===== config.mk =====
export PLATFORM = sky130hd
export DESIGN_NAME = ahb_arbiter
export DESIGN_NICKNAME = d
export VERILOG_FILES = /design/src/rtl/ahb_arbiter.sv
export SDC_FILE = /design/constraint.sdc
export NUM_CORES = 1
export LEC_CHECK = 0
export BUFFER_PORTS_ARGS = -buffer_cell sky130_fd_sc_hd__buf_2
export CAP_MARGIN = 25
export CORE_ASPECT_RATIO = 1.1
export CORE_MARGIN = 2
export CORE_UTILIZATION = 40
export CTS_CLUSTER_DIAMETER = 50
export DETAILED_ROUTE_END_ITERATION = 8
export GPL_ROUTABILITY_DRIVEN = 0
export SLEW_MARGIN = 20
export SYNTH_ARGS = -nofsm -noshare
export SYNTH_HDL_FRONTEND = slang
export SYNTH_SLANG_ARGS = --single-unit

===== constraint.sdc =====
create_clock -name hclk -period 4.6 [get_ports hclk]
set_input_delay 0.46 -clock hclk [delete_from_list [all_inputs] [get_ports hclk]]
set_output_delay 0.46 -clock hclk [all_outputs]
set_load 0.01 [all_outputs]

===== src/rtl/ahb_arbiter.sv =====
// AHB bus arbiter: round-robin grant among NUM_MST masters. The grant is
// held for the whole of a defined-length burst and for the whole of a
// locked sequence. A retry or error response cuts the burst short. When
// nobody requests, the bus is parked on DEFAULT_MST.
module ahb_arbiter #(
  parameter int NUM_MST     = 4,
  parameter int DEFAULT_MST = 0
) (
  input  logic               hclk,
  input  logic               hresetn,
  input  logic [NUM_MST-1:0] hbusreq_i,
  input  logic [NUM_MST-1:0] hlock_i,
  input  logic [1:0]         htrans_i,
  input  logic [2:0]         hburst_i,
  input  logic               hready_i,
  input  logic [1:0]         hresp_i,
  output logic [NUM_MST-1:0] hgrant_o,
  output logic [2:0]         hmaster_o,
  output logic               hmastlock_o
);

  localparam logic [1:0] TRANS_NONSEQ = 2'd2;
  localparam logic [1:0] TRANS_SEQ    = 2'd3;
  localparam logic [1:0] RESP_ERROR   = 2'd1;
  localparam logic [1:0] RESP_RETRY   = 2'd2;

  localparam logic [NUM_MST-1:0] GRANT_ONE   = {{(NUM_MST-1){1'b0}}, 1'b1};
  localparam logic [NUM_MST-1:0] RESET_GRANT = GRANT_ONE << DEFAULT_MST;
  localparam logic [2:0]         DEFAULT_IDX = 3'(DEFAULT_MST);

  logic [NUM_MST-1:0] hgrant_q, hgrant_d;
  logic [2:0]         hmaster_q, hmaster_d;
  logic               hmastlock_q, hmastlock_d;
  logic [3:0]         cnt_q, cnt_d;
  logic               lock_q, lock_d;
  logic [2:0]         ptr_q, ptr_d;

  logic [2:0]         owner_idx;
  logic               owner_lock;
  logic               rearb;
  logic               win_found;
  logic [2:0]         win_idx;

  // Beats still to come after the NONSEQ beat, by burst type.
  function automatic logic [3:0] burst_remaining(input logic [2:0] burst);
    logic [3:0] rem;
    case (burst)
      3'd2, 3'd3: rem = 4'd3;
      3'd4, 3'd5: rem = 4'd7;
      3'd6, 3'd7: rem = 4'd15;
      default:    rem = 4'd0;
    endcase
    return rem;
  endfunction

  // Decode the current grant holder and pick up its lock request.
  always_comb begin
    owner_idx  = DEFAULT_IDX;
    owner_lock = 1'b0;
    for (int j = 0; j < NUM_MST; j++) begin
      if (hgrant_q[j]) begin
        owner_idx  = 3'(j);
        owner_lock = hlock_i[j];
      end
    end
  end

  // Beat counter and lock tracking decide whether this edge may re-arbitrate.
  always_comb begin
    cnt_d = cnt_q;
    if (hready_i) begin
      if (htrans_i == TRANS_NONSEQ) begin
        cnt_d = burst_remaining(hburst_i);
      end else if (htrans_i == TRANS_SEQ && cnt_q != 4'd0) begin
        cnt_d = cnt_q - 4'd1;
      end
    end else if (hresp_i == RESP_RETRY || hresp_i == RESP_ERROR) begin
      cnt_d = 4'd0;
    end

    lock_d = lock_q;
    if (hready_i && (htrans_i == TRANS_NONSEQ || htrans_i == TRANS_SEQ)) begin
      lock_d = owner_lock;
    end

    rearb = hready_i && (cnt_d == 4'd0) && !lock_d;
  end

  // Round-robin search starting just after the last winning master.
  always_comb begin
    win_found = 1'b0;
    win_idx   = DEFAULT_IDX;
    for (int off = 1; off <= NUM_MST; off++) begin
      for (int j = 0; j < NUM_MST; j++) begin
        if (!win_found && hbusreq_i[j] && (j == (int'(ptr_q) + off) % NUM_MST)) begin
          win_found = 1'b1;
          win_idx   = 3'(j);
        end
      end
    end

    hgrant_d = hgrant_q;
    ptr_d    = ptr_q;
    if (rearb) begin
      if (win_found) begin
        hgrant_d = GRANT_ONE << win_idx;
        ptr_d    = win_idx;
      end else begin
        hgrant_d = RESET_GRANT;
      end
    end
  end

  // The address-phase owner and its lock status follow the grant on ready edges.
  always_comb begin
    hmaster_d   = hmaster_q;
    hmastlock_d = hmastlock_q;
    if (hready_i) begin
      hmaster_d   = owner_idx;
      hmastlock_d = lock_d;
    end
  end

  // State registers; reset parks the bus on the default master.
  always_ff @(posedge hclk or negedge hresetn) begin
    if (!hresetn) begin
      hgrant_q    <= RESET_GRANT;
      hmaster_q   <= DEFAULT_IDX;
      hmastlock_q <= 1'b0;
      cnt_q       <= 4'd0;
      lock_q      <= 1'b0;
      ptr_q       <= DEFAULT_IDX;
    end else begin
      hgrant_q    <= hgrant_d;
      hmaster_q   <= hmaster_d;
      hmastlock_q <= hmastlock_d;
      cnt_q       <= cnt_d;
      lock_q      <= lock_d;
      ptr_q       <= ptr_d;
    end
  end

  assign hgrant_o    = hgrant_q;
  assign hmaster_o   = hmaster_q;
  assign hmastlock_o = hmastlock_q;

endmodule


After elaboration in Yosys (flattened, before gate mapping)
Cells that the tools add are included.
{ "classes": {"muxes": 45, "bitwise": 4, "shifts": 1, "addsub": 5, "n_reduce_logical": 67, "n_eq_ne": 22} }
{ "ops": {"columns": ["operator", "n"], "rows": [
  ["zero test 32 bit", 4],
  ["two-way mux 3 bit", 15],
  ["logical AND 1 bit", 35],
  ["equality test 3 bit, first input constant", 8],
  ["two-way mux 1 bit", 23],
  ["two-way mux 4 bit", 5],
  ["zero test 1 bit", 16],
  ["OR reduction 2 bit", 7],
  ["equality test 2 x 3 -> 1 bit, first input constant", 4],
  ["equality test 3 bit, second input constant", 4],
  ["one-hot mux 4 bit (3 select lines)", 1],
  ["equality test 2 bit, second input constant", 3],
  ["equality test 3 x 2 -> 1 bit, second input constant", 2],
  ["adder 2 x 1 -> 2 bit, second input constant", 2],
  ["adder 2 bit, second input constant", 2],
  ["AND 1 bit, first input constant", 4],
  ["zero test 4 bit", 1],
  ["nonzero test 4 bit", 1],
  ["<< shifter 1 x 3 -> 4 bit, first input constant", 1],
  ["subtractor 4 x 1 -> 4 bit, second input constant", 1],
  ["equality test 2 x 1 -> 1 bit, second input constant", 1],
  ["logical OR 1 bit", 2],
  ["two-way mux 2 bit", 1],
  ["AND reduction 2 bit", 1]
]} }
{ "totals": {"inputBits": 18, "output_inout_bits": 8, "ff_bits": 15, "wordCells": 150} }

Depth between registers and ports, before layout
{ "depth": {"ltp_word": 68, "mapped_depth": 8, "mapped_depth_nobuf": 8} }

Worst setup path before layout
Ideal clock, no wire load.
{ "synth_timing": {"kind": "flip-flop to flip-flop", "startpoint": "register cnt_q[0]", "endpoint": "register ptr_q[0]", "t_required_ns": 4.472, "stages_incl_launch_ff": 9, "n_path_buf": 0, "setup_ns": 0.128, "period_less_slack_ns": 2.168, "arrival_time_ns": 2.040, "path_slack_ns": 2.432, "path_cell_list": "dfrtp_1 > inv_1 > ha_1 > nor3b_2 > nor3_1 > a311oi_2 > nand4_4 > nor3_4 > mux2_1"} }
{ "synth_between": {"elab_chain_cells": 9, "word_cells_on_any_way": 11, "classes_between": "1 x add/sub; 4 x mux; 6 x reduce/logical"} }
{ "synth_rtl": {"columns": ["item", "line_no", "rtl"], "rows": [
  ["start: declaration", "34", "logic [3:0] cnt_q, cnt_d;"],
  ["start signal: assignment", "137", "cnt_q <= cnt_d;"],
  ["parallel branches: the longest is 4 deep, another holds subtractor 4 x 1 -> 4 bit", null, null],
  ["two-way mux 4 bit *", "71", "if (hready_i) begin"],
  ["zero test 4 bit *", "86", "rearb = hready_i && (cnt_d == 4'd0) && !lock_d;"],
  ["logical AND 1 bit * (2 in a row)", "86", null],
  ["AND reduction 2 bit (no source line) *", null, null],
  ["end signal: assignment", "139", "ptr_q <= ptr_d;"],
  ["end: declaration", "36", "logic [2:0] ptr_q, ptr_d;"]
]} }
Mark *: on every way between the ends.
A chain may end at the register's enable or synchronous reset.

Worst setup path in the final report
{ "layout_timing": {"startpoint": "register cnt_q[0]", "endpoint": "register ptr_q[1]"} }
Same word-level chain as after synthesis.

==> impl_results.md <==
* Largest net degree at the start of global routing at 15
* Pins Over Slew Limit at 0
* Crit start category: flop
* IO buf count at 23
* Critical Path Source: cnt_q[0]
* Slew margin rel. at 0.467
* Worst Setup End Kind: flop
* Grt ovf at 0
* CTS Buffer Depth at 2
* Drt pass-1 iters at 4
* Post-route ant nets at 0
* RR Startpoint: cnt_q[0]
* Num rows at 17
* Hold_buf cts at 0
* Setup TNS at 0 ns
* Initial core utilization at 0.432
* First-pass GRT wire length at between 2000 and 3000 µm
* Final core occ at 0.515
* CTS-repair resized insts at 0
* Residual DRC at 0
* Synthesized flop and latch total at 14
* All-Layer GR Usage at 0.150
* Full die area at ~2600 µm²
* Syn_nets at 120
* 1st-iter DRT viols at 8
* Setup violations, final at 0
* Layout Nets at around 150
* Layout cell share with drive strength beyond 1 at 0.264
* Worst R2R Path Depth at 8
* Core area at around 2100 µm²
* Slowest cell delay on critical path at roughly 0.44 ns
* Post-Syn Area per Cell at 8.82 µm²
* Seq/Total Area, Yosys at 0.395
* Sequential share of power at 0.425
* Hold crit path type: in2async
* Wire per inst at between 10 and 15 µm
* Dpl cells at 149
* Net Sw Power at approximately 190 µW
* Mapped cell area at just under 900 µm²
* Post-Synthesis Cells at between 100 and 150
* Leak at between 0.0004 and 0.0005 µW
* Area Growth Syn to Fin at 19.2%
* Via-per-instance ratio at about 5.3
* Post-DP HPWL at 1400 µm
* Die Span Y at 53.5 µm
* Clk slew on worst S/H paths at 0.08 ns
* Slowest CP cell: dfrtp_1
* Final Instance Count excl. Fillers at 153
* Min cycle time layout at 2.39 ns
* Vias in the first global route at approximately 730
* Clock power share at 0.177
* Sw Ratio at 0.381
* Max Clock Skew at 0.00204 ns
* CP bufs+invs at 1
* Post-CTS setup buffers at 0
* Int Pwr at roughly 300 µW
* Crit-path max FO at 9
* Initial antenna violation count at 0
* Worst skew pair latency at ~0.27 ns
* CTS tree: built
* H-tree lvl count at 1
* Diode count at 0
* Synth warn at 0
* Root Buffer: clkbuf_4
* Ports at 26
* Period utilisation layout at 0.520
* Comb pwr share at 0.398
* Max-cap violations at 0
* Fmax at 0.418 GHz
* Power Dens Cells at about 460 nW/µm²
* RSZ-0062 raised after global routing: no
* Critical-path cell list: inv_1 > ha_1 > nor3b_2 > nor3_1 > a311oi_2 > nand4_4 > nor3_4 > mux2_1
* Sink Count at 14
* Count of final hold-check violations at 0
* Status: finished, final reports clean
* Total number of vias at ~800
* Critical Path Stages at 8
* Delay-heaviest family, CP: simple AND/OR/NAND/NOR gates
* WHS at between 0.06 and 0.07 ns
* End of the critical path: ptr_q[1]
* Cell variety after synth at 37
* Die W at roughly 49 µm
* WL final at roughly 1800 µm
* Worst ir drop on vdd at about 0.27 mV
* Filler instances at 210
* Arrival time at the worst endpoint at ~2.6 ns
* Capturing point of the worst reg2reg path: ptr_q[1]
* Clock buffer count from CTS at 3
* Area after DPL at between 1000 and 1500 µm²
* Pin slew with the least headroom to its limit at between 0.7 and 0.8 ns
* Worst reg2reg setup slack at 2.21 ns
* CP Class: reg2reg
* Design area at approximately 1100 µm²
* CP Data Required Time at between 4 and 5 ns
## placed cells by master, fill, tap and decap left out, types with 3 or more instances in the layout
master	instances
nor2_1	12
nand2_1	10
nor2b_1	4
buf_2	23
clkbuf_4	3
dfrtp_1	13
inv_1	8
o21ai_0	6
nand2b_1	3
a21oi_1	8
## worst reg2reg max path: stages, from the launching register on
cell	delay (ns)
dfrtp_1	0.44
inv_1	0.10
ha_1	0.18
nor3b_2	0.30
nor3_1	0.10
a311oi_2	0.37
nand4_4	0.22
nor3_4	0.24
mux2_1	0.34
## stage by stage
step | power, µW | setup WS, ns
floorplan | 341 | 2.43
global placement | 403 | 2.15
detailed placement | 407 | 2.15
CTS | 496 | 2.20
global route | 535 | 2.01
finish | 489 | 2.21
## power by group through the flow
stage / clock network, µW / logic (µW) / registers (µW)
finish: 86.6 / 195 / 208
global route: 97.0 / 223 / 214
CTS: 91.1 / 198 / 207
detailed placement: 0 / 197 / 210
global placement: 0 / 194 / 208
floorplan: 0 / 125 / 216
## area by class of cell
type / count / area, µm² / area share
flip-flops and latches: 14 / 352 / 0.331
well taps: 28 / 35.0 / 0.0330
repair buffers: 23 / 115 / 0.108
multi-input cells: 76 / 494 / 0.465
inverters: 8 / 30.0 / 0.0283
clock buffers: 4 / 36.3 / 0.0342
## registers in the layout, indices dropped and copies added (netlist names)
name and cells:
hmaster_o 2, ptr_q 2, lock_q 1, cnt_q 4, hmastlock_o 1, hgrant_o 4
## how the worst min path moves through the flow
stage	startpoint	to	slack [ns]	depth (start not counted)
CTS	hresetn	hmaster_o[0]	0.06	1
detailed placement	hresetn	hmaster_o[0]	0.37	1
global route	hresetn	hmaster_o[0]	0.06	1
global placement	hresetn	hmaster_o[0]	0.37	1
finish	hresetn	hmaster_o[0]	0.06	1
floorplan	hresetn	cnt_q[0]	0.16	0
## synthesized netlist by cell type
master	instances	share of area
a21o_1	2	0.017
nor2b_1	4	0.028
nor4_1	2	0.014
o22ai_1	2	0.014
o41ai_1	2	0.020
o21ai_0	6	0.034
a31oi_1	2	0.014
clkbuf_1	1	0.0042
nand2b_1	3	0.021
o31ai_1	2	0.017
buf_4	1	0.0084
inv_1	8	0.034
xnor2_1	1	0.0098
a311oi_2	1	0.017
o21ai_1	1	0.0056
o311a_1	1	0.011
conb_1	1	0.0042
nand2_1	10	0.042
nor2_1	12	0.051
nor3_4	1	0.018
dfstp_2	1	0.029
mux2_1	2	0.025
o311ai_0	1	0.0098
buf_1	1	0.0042
a32oi_1	1	0.0098
dfrtp_1	13	0.37
nand4_4	1	0.024
nor3b_2	1	0.014
or3_1	1	0.0070
o31a_1	1	0.0098
a21oi_1	8	0.045
a31oi_4	1	0.024
a221oi_1	1	0.0098
nand3_1	1	0.0056
nor3_1	2	0.011
ha_1	1	0.014
nor3b_1	1	0.0084
## metal layers
metal	global-route usage	vias to the layer above	routed length, µm
met1	0.179	375	826
met5	0	-	0
met4	0.0571	0	8
met2	0.263	17	860
li1	-	418	-
met3	0.0367	2	78
## cells by family (layout without fill, tap and decap cells)
family | Yosys count | after routing | synth area share
XOR/XNOR | 1 | 1 | 0.00983
AND/OR/NAND/NOR | 39 | 39 | 0.244
flip-flops | 14 | 14 | 0.395
other | 1 | 1 | 0.00421
multiplexers | 2 | 2 | 0.0253
adder cells (fa/ha/maj) | 1 | 1 | 0.0140
AO/OA/AOI/OAI | 32 | 32 | 0.257
buffers and inverters | 11 | 35 | 0.0506
(Power assumes the default switching activity.)
